File: src/rtl/avalon_regbank.sv
// Avalon-MM register bank with shadow/active copies, byte-enabled writes and bulk commit.
// Latency: writes land in shadow on the next edge, reads return one cycle after the strobe.
// Backpressure: none; read, write and commit are all accepted every cycle.
// Optional feature: define REGBANK_W1C_EN to turn the top register into a sticky W1C status register.
module avalon_regbank #(
  parameter  int DATA_W   = 32,
  parameter  int NUM_REGS = 8,
  localparam int ADDR_W   = $clog2(NUM_REGS),
  localparam int NBYTES   = DATA_W / 8
) (
  input  logic                       clock,
  input  logic                       resetn,
  input  logic [ADDR_W-1:0]          address,
  input  logic                       write,
  input  logic [DATA_W-1:0]          writedata,
  input  logic [NBYTES-1:0]          byteenable,
  input  logic                       read,
  output logic [DATA_W-1:0]          readdata,
  output logic                       readdatavalid,
  input  logic                       commit,
  output logic                       pending,
  input  logic [DATA_W-1:0]          event_in,
  output logic [NUM_REGS*DATA_W-1:0] Q
);

  localparam logic [ADDR_W-1:0] LAST = ADDR_W'(NUM_REGS - 1);

  logic [DATA_W-1:0] shadow_q [NUM_REGS];
  logic [DATA_W-1:0] shadow_d [NUM_REGS];
  logic [DATA_W-1:0] active_q [NUM_REGS];
  logic [DATA_W-1:0] active_d [NUM_REGS];
  logic [DATA_W-1:0] readdata_q;
  logic [DATA_W-1:0] readdata_d;
  logic              readdatavalid_q;
  logic              readdatavalid_d;
  logic              pending_q;
  logic              pending_d;
  logic              write_marks_pending;

`ifndef REGBANK_W1C_EN
  // Status inputs have no consumer when the sticky register is not built.
  logic unused_event_in;
  assign unused_event_in = ^event_in;
`endif

  // Next-state for register storage: byte-lane shadow write, then commit copies post-write shadow.
  always_comb begin
    shadow_d = shadow_q;
    active_d = active_q;
    if (write) begin
      for (int b = 0; b < NBYTES; b++) begin
        if (byteenable[b]) begin
          shadow_d[address][8*b +: 8] = writedata[8*b +: 8];
        end
      end
    end
`ifdef REGBANK_W1C_EN
    // Sticky status: write-one-to-clear within enabled lanes, events set and win over clears.
    shadow_d[LAST] = shadow_q[LAST];
    if (write && (address == LAST)) begin
      for (int b = 0; b < NBYTES; b++) begin
        if (byteenable[b]) begin
          shadow_d[LAST][8*b +: 8] = shadow_q[LAST][8*b +: 8] & ~writedata[8*b +: 8];
        end
      end
    end
    shadow_d[LAST] = shadow_d[LAST] | event_in;
`endif
    if (commit) begin
      for (int i = 0; i < NUM_REGS; i++) begin
        active_d[i] = shadow_d[i];
      end
    end
`ifdef REGBANK_W1C_EN
    // Single-copy register: active tracks the one storage, commit has no extra effect.
    active_d[LAST] = shadow_d[LAST];
`endif
  end

  // Next-state for pending flag and read return path.
  always_comb begin
    write_marks_pending = write && (|byteenable);
`ifdef REGBANK_W1C_EN
    if (address == LAST) begin
      write_marks_pending = 1'b0;
    end
`endif
    pending_d = pending_q;
    if (write_marks_pending) begin
      pending_d = 1'b1;
    end
    // Commit clears pending even when a write lands in the same cycle, since it is committed too.
    if (commit) begin
      pending_d = 1'b0;
    end
    readdatavalid_d = read;
    readdata_d      = readdata_q;
    if (read) begin
      readdata_d = shadow_q[address];
    end
  end

  // State registers with synchronous active-low reset overriding all requests.
  always_ff @(posedge clock) begin
    if (!resetn) begin
      for (int i = 0; i < NUM_REGS; i++) begin
        shadow_q[i] <= '0;
        active_q[i] <= '0;
      end
      readdata_q      <= '0;
      readdatavalid_q <= 1'b0;
      pending_q       <= 1'b0;
    end else begin
      shadow_q        <= shadow_d;
      active_q        <= active_d;
      readdata_q      <= readdata_d;
      readdatavalid_q <= readdatavalid_d;
      pending_q       <= pending_d;
    end
  end

  // Flatten active registers onto Q.
  always_comb begin
    Q = '0;
    for (int k = 0; k < NUM_REGS; k++) begin
      Q[k*DATA_W +: DATA_W] = active_q[k];
    end
  end

  assign readdata      = readdata_q;
  assign readdatavalid = readdatavalid_q;
  assign pending       = pending_q;

endmodule

File: config.mk
export PLATFORM = sky130hd
export DESIGN_NAME = avalon_regbank
export DESIGN_NICKNAME = d
export VERILOG_FILES = /design/src/rtl/avalon_regbank.sv
export SDC_FILE = /design/constraint.sdc
export NUM_CORES = 1
export LEC_CHECK = 0
export ABC_CLOCK_PERIOD_IN_PS = 1900
export BUFFER_PORTS_ARGS = -buffer_cell sky130_fd_sc_hd__buf_2
export CORE_AREA = 2 2 284 314
export DETAILED_ROUTE_END_ITERATION = 8
export DIE_AREA = 0 0 286 316
export GPL_TIMING_DRIVEN = 0
export HOLD_SLACK_MARGIN = 0.1
export PLACE_DENSITY = 0.43
export RECOVER_POWER = 50
export SETUP_SLACK_MARGIN = 0.3
export SYNTH_ARGS = -nofsm -noshare
export SYNTH_HDL_FRONTEND = slang
export SYNTH_SLANG_ARGS = --single-unit
export TNS_END_PERCENT = 50
File: constraint.sdc
create_clock -name clock -period 1.9 [get_ports clock]
set_clock_uncertainty 0.2 [all_clocks]
set_input_delay 0.19 -clock clock [delete_from_list [all_inputs] [get_ports clock]]
set_output_delay 0.19 -clock clock [all_outputs]
set_load 0.1 [all_outputs]
==> impl_metrics.prom <==
# TYPE chip_impl_metric gauge
chip_impl_metric{name="synthesis.instances",unit=""} 2097
chip_impl_info{name="worst_path_most_repeated_cell",value="sky130_fd_sc_hd__clkbuf_1"} 1
chip_impl_metric{name="max-clock-path-buffers",unit=""} 3
chip_impl_info{name="hold_class",value="input port to flip-flop"} 1
chip_impl_metric{name="avgViaCountPerCell",unit=""} 4.93
chip_impl_metric{name="groute.usage.overall",unit="%"} 23.1
chip_impl_metric{name="critPathBufInv",unit=""} 3
chip_impl_metric{name="timing.max_slew.rel_slack",unit="%"} 20.0
chip_impl_metric{name="ff_latch_area",unit="um^2"} 11500
chip_impl_metric{name="power.switching_fraction",unit="%"} 31.5
chip_impl_info{name="critPathLaunchType",value="input port"} 1
chip_impl_metric{name="setup_viol",unit=""} 0
chip_impl_metric{name="grt_antenna_before_repair",unit=""} 10
chip_impl_metric{name="fp.dieH",unit="um"} 316
chip_impl_metric{name="drt.antenna.violating_nets",unit=""} 0
chip_impl_metric{name="detailroute.via_count",unit=""} 18300
chip_impl_metric{name="nFillCells",unit=""} 8732
chip_impl_metric{name="synthAdderAreaFrac",unit="%"} 0
chip_impl_metric{name="post_synth_and_or_nand_nor_area_fraction",unit="%"} 12.3
chip_impl_metric{name="crit_path_max_fanout",unit=""} 10
chip_impl_metric{name="fin_nets",unit=""} 2569
chip_impl_metric{name="cts-buffers-inserted",unit=""} 56
chip_impl_metric{name="initial_core_util",unit="%"} 24.7
chip_impl_metric{name="worstSkewPairLatency",unit="ns"} 0.65
chip_impl_metric{name="timing.final.ws_setup",unit="ns"} 0.122
chip_impl_info{name="status",value="completed"} 1
chip_impl_metric{name="place_area",unit="um^2"} 24500
chip_impl_metric{name="comb_power_share",unit="%"} 19.2
chip_impl_metric{name="maxClockFrequency",unit="MHz"} 562
chip_impl_metric{name="share_of_the_yosys_chip_area_belonging_to_registers",unit="%"} 50.6
chip_impl_info{name="grt_setup_unrepaired",value="true"} 1
chip_impl_metric{name="worstPathArrival",unit="ns"} 2.15
chip_impl_metric{name="wl_per_cell",unit="um"} 29.2
chip_impl_metric{name="num_io_pins",unit=""} 366
chip_impl_metric{name="max_stage_delay",unit="ns"} 0.85
chip_impl_metric{name="floorplan.core_area",unit="um^2"} 87300
chip_impl_metric{name="place.gp.congestion",unit=""} 0.889
chip_impl_metric{name="buffer_ports.inserted",unit=""} 296
chip_impl_metric{name="power.leakage",unit="nW"} 11.3
chip_impl_metric{name="seqPwrFrac",unit="%"} 40.8
chip_impl_metric{name="edff_count_synth",unit=""} 0
chip_impl_metric{name="drt_pass1_iterations",unit=""} 7
chip_impl_metric{name="post_synth_instance_area",unit="um^2"} 21600
chip_impl_metric{name="clock_power_share",unit="%"} 40.0
chip_impl_info{name="layout_commonest_cell",value="sky130_fd_sc_hd__mux2i_1"} 1
chip_impl_metric{name="die_width",unit="um"} 286
chip_impl_metric{name="grt_start_max_net_pins",unit=""} 15
chip_impl_metric{name="number_of_buffers_inserted_by_hold_repair_at_cts",unit=""} 38
chip_impl_metric{name="num_rows",unit=""} 114
chip_impl_metric{name="drc",unit=""} 0
chip_impl_metric{name="area_fraction_in_compound_gates_after_synthesis",unit="%"} 17.1
chip_impl_metric{name="min_period_over_period",unit="%"} 93.6
chip_impl_metric{name="clock_sink_count",unit=""} 546
chip_impl_metric{name="grt_overflow_total",unit=""} 0
chip_impl_metric{name="number_of_unique_standard_cell_types_used_by_synthesis",unit=""} 46
chip_impl_metric{name="async_flop_share",unit="%"} 0
chip_impl_metric{name="internal_power_contribution",unit="mW"} 20.6
chip_impl_info{name="cp_slowest_cell",value="sky130_fd_sc_hd__clkbuf_1"} 1
chip_impl_info{name="cts_tree",value="done"} 1
chip_impl_info{name="clockRootBuffer",value="sky130_fd_sc_hd__clkbuf_16"} 1
chip_impl_metric{name="dp_hpwl",unit="um"} 78700
chip_impl_metric{name="multiInputGateArea",unit="um^2"} 9760
chip_impl_metric{name="routed_wirelength",unit="um"} 108000
chip_impl_metric{name="final_hold_viol_count",unit=""} 0
chip_impl_metric{name="synth.area.mux_share",unit="%"} 16.0
chip_impl_info{name="worst-setup-path-type",value="input port to flip-flop"} 1
chip_impl_metric{name="switching_power",unit="mW"} 9.45
chip_impl_metric{name="yosysWarnings",unit=""} 0
chip_impl_metric{name="tightestPinTransition",unit="ns"} 1.20
chip_impl_metric{name="syn-num-nets",unit=""} 2173
chip_impl_metric{name="final_standard_cell_area_without_fillers",unit="um^2"} 31400
chip_impl_metric{name="layout.core_utilization",unit="%"} 36.0
chip_impl_metric{name="grt_first_pass_wirelength",unit="um"} 146000
chip_impl_metric{name="count_of_h_tree_levels_built_during_cts",unit=""} 2
chip_impl_info{name="layout_common_cells",value="293 x sky130_fd_sc_hd__mux2i_1, 290 x sky130_fd_sc_hd__dfxtp_1, 274 x sky130_fd_sc_hd__o21ai_0"} 1
chip_impl_metric{name="vias_in_the_first_global_route",unit=""} 18400
chip_impl_metric{name="period_minus_slack",unit="ns"} 1.78
chip_impl_metric{name="yosys_register_bits",unit=""} 546
chip_impl_metric{name="cap_viol_max_count",unit=""} 0
chip_impl_metric{name="power.density_cell_area",unit="nW/um^2"} 955
chip_impl_info{name="endpoint_kind",value="flip-flop"} 1
chip_impl_info{name="synth_flop_cell",value="sky130_fd_sc_hd__dfxtp_1"} 1
chip_impl_metric{name="pre_cts_ws",unit="ns"} -0.941
chip_impl_info{name="main_combinational_cell_family_by_area_after_synthesis",value="compound AO/OA/AOI/OAI gates"} 1
chip_impl_metric{name="clk_transition_reported_paths",unit="ns"} 0.07
chip_impl_metric{name="postSynthAreaPerCell",unit="um^2"} 10.3
chip_impl_metric{name="finalPower",unit="mW"} 30.0
chip_impl_info{name="critPathTopFamily",value="buffers and inverters"} 1
chip_impl_metric{name="synthToLayoutAreaGrowth",unit="%"} 45.6
chip_impl_metric{name="parity_gate_share_of_the_synthesized_area_counting_xor_and_xnor_cells",unit="%"} 0
chip_impl_metric{name="required",unit="ns"} 2.27
chip_impl_metric{name="drt_first_iter_violations",unit=""} 1424
chip_impl_metric{name="die_area",unit="um^2"} 90400
chip_impl_metric{name="fraction_of_final_layout_cells_sized_beyond_drive_strength_1",unit="%"} 32.1
chip_impl_metric{name="fin_setup_tns",unit="ns"} 0
chip_impl_info{name="timing.critical_path.cells",value="clkbuf_1 > clkbuf_1 > clkbuf_1 > nor2b_1"} 1
chip_impl_metric{name="irDropWorstVdd",unit="mV"} 0.631
chip_impl_metric{name="final-max-slew-violation-count",unit=""} 0
==> synthesized netlist by cell type, drive strengths merged (2+ instances only) <==
| cell type | instances | area share, % |
|---|---|---|
| a41oi | 10 | 0.41 |
| a31oi | 7 | 0.20 |
| a222oi | 15 | 0.70 |
| a22oi | 18 | 0.63 |
| nand3 | 4 | 0.32 |
| nor3b | 2 | 0.070 |
| a22o | 11 | 0.45 |
| nand3b | 4 | 0.37 |
| nor2b | 258 | 7.5 |
| a21oi | 273 | 6.3 |
| o221ai | 3 | 0.12 |
| o22ai | 2 | 0.058 |
| nor3 | 2 | 0.046 |
| and2 | 3 | 0.087 |
| o211ai | 15 | 0.52 |
| buf | 40 | 1.2 |
| dfxtp | 546 | 51 |
| nand2 | 27 | 0.50 |
| nand2b | 3 | 0.12 |
| clkbuf | 154 | 2.7 |
| mux2i | 294 | 14 |
| o2bb2ai | 13 | 0.53 |
| nand4b | 2 | 0.081 |
| o211a | 15 | 0.70 |
| mux2 | 46 | 2.4 |
| nor2 | 47 | 3.1 |
| o21ai | 275 | 6.4 |
==> routing by layer <==
layer	wire, um	global-route usage, %
met1	44200	28.1
met2	52000	39.1
met3	8030	6.42
met4	3830	8.04
met5	62	0
==> registers in the layout, indices dropped and copies added, names as in the netlist <==
signal and count:
Q 256, shadow_q 256, readdata 32, pending 1, readdatavalid 1
==> path summary, 6_finish.rpt <==
path	start	end	slack, ns	cells past startpoint
max	resetn	shadow_q[209]$_SDFF_PN0_	0.12	4
min	byteenable[2]	shadow_q[245]$_SDFF_PN0_	0.02	5
max reg2reg	shadow_q[56]$_SDFF_PN0_	readdata[24]$_SDFFE_PN0P_	0.31	4
min reg2reg	shadow_q[214]$_SDFF_PN0_	readdata[22]$_SDFFE_PN0P_	0.28	2
==> what timing repair did <==
action / CTS / global route
resized for setup: 875 / 660
endpoints found under the hold margin: 489 / 16
pin swaps: 3 / 2
setup endpoints to repair: 593 / 473
setup buffers: 3 / 0
==> worst min-delay path, stage by stage <==
cell                       delay [ns]
sky130_fd_sc_hd__buf_2           0.14
sky130_fd_sc_hd__nand3b_4        0.13
sky130_fd_sc_hd__nor2_4          0.12
sky130_fd_sc_hd__mux2i_1         0.16
sky130_fd_sc_hd__nor2b_1         0.10
==> area by class of cell <==
class                   count  share of cell area, %
flip-flops and latches    546                   36.5
multi-input cells        1355                   31.0
repair buffers            338                   18.5
clock buffers              87                   5.50
well taps                1160                   4.62
plain buffers             194                   2.92
clock inverters            17                  0.796
diodes                      4                 0.0318
inverters                   2                 0.0279
==> logic make-up after synthesis <==
logic type	after synthesis
buf+inv	196
flops	546
simple gates	355
compound gates	660
mux	340
==> power by group through the flow <==
| stage | registers [mW] | clock network, mW | logic, mW |
|---|---|---|---|
| 2_1_floorplan | 14.5 | 0 | 1.20 |
| 3_3_place_gp | 12.4 | 0 | 4.78 |
| 3_5_place_dp | 12.4 | 0 | 4.79 |
| 4_1_cts | 12.2 | 12.1 | 5.38 |
| 5_1_grt | 12.3 | 12.6 | 5.92 |
| 6_report | 12.3 | 12.0 | 5.76 |
==> metrics by stage <==
step                      hold slack, ns  instances
after global placement             0.266       3553
after CTS                         0.0441       3699
final                             0.0222       3703
after global routing              0.0302       3700
after floorplan                    0.248       2097
after detailed placement           0.272       3554
Note: power is estimated with default switching activity, not from simulation.
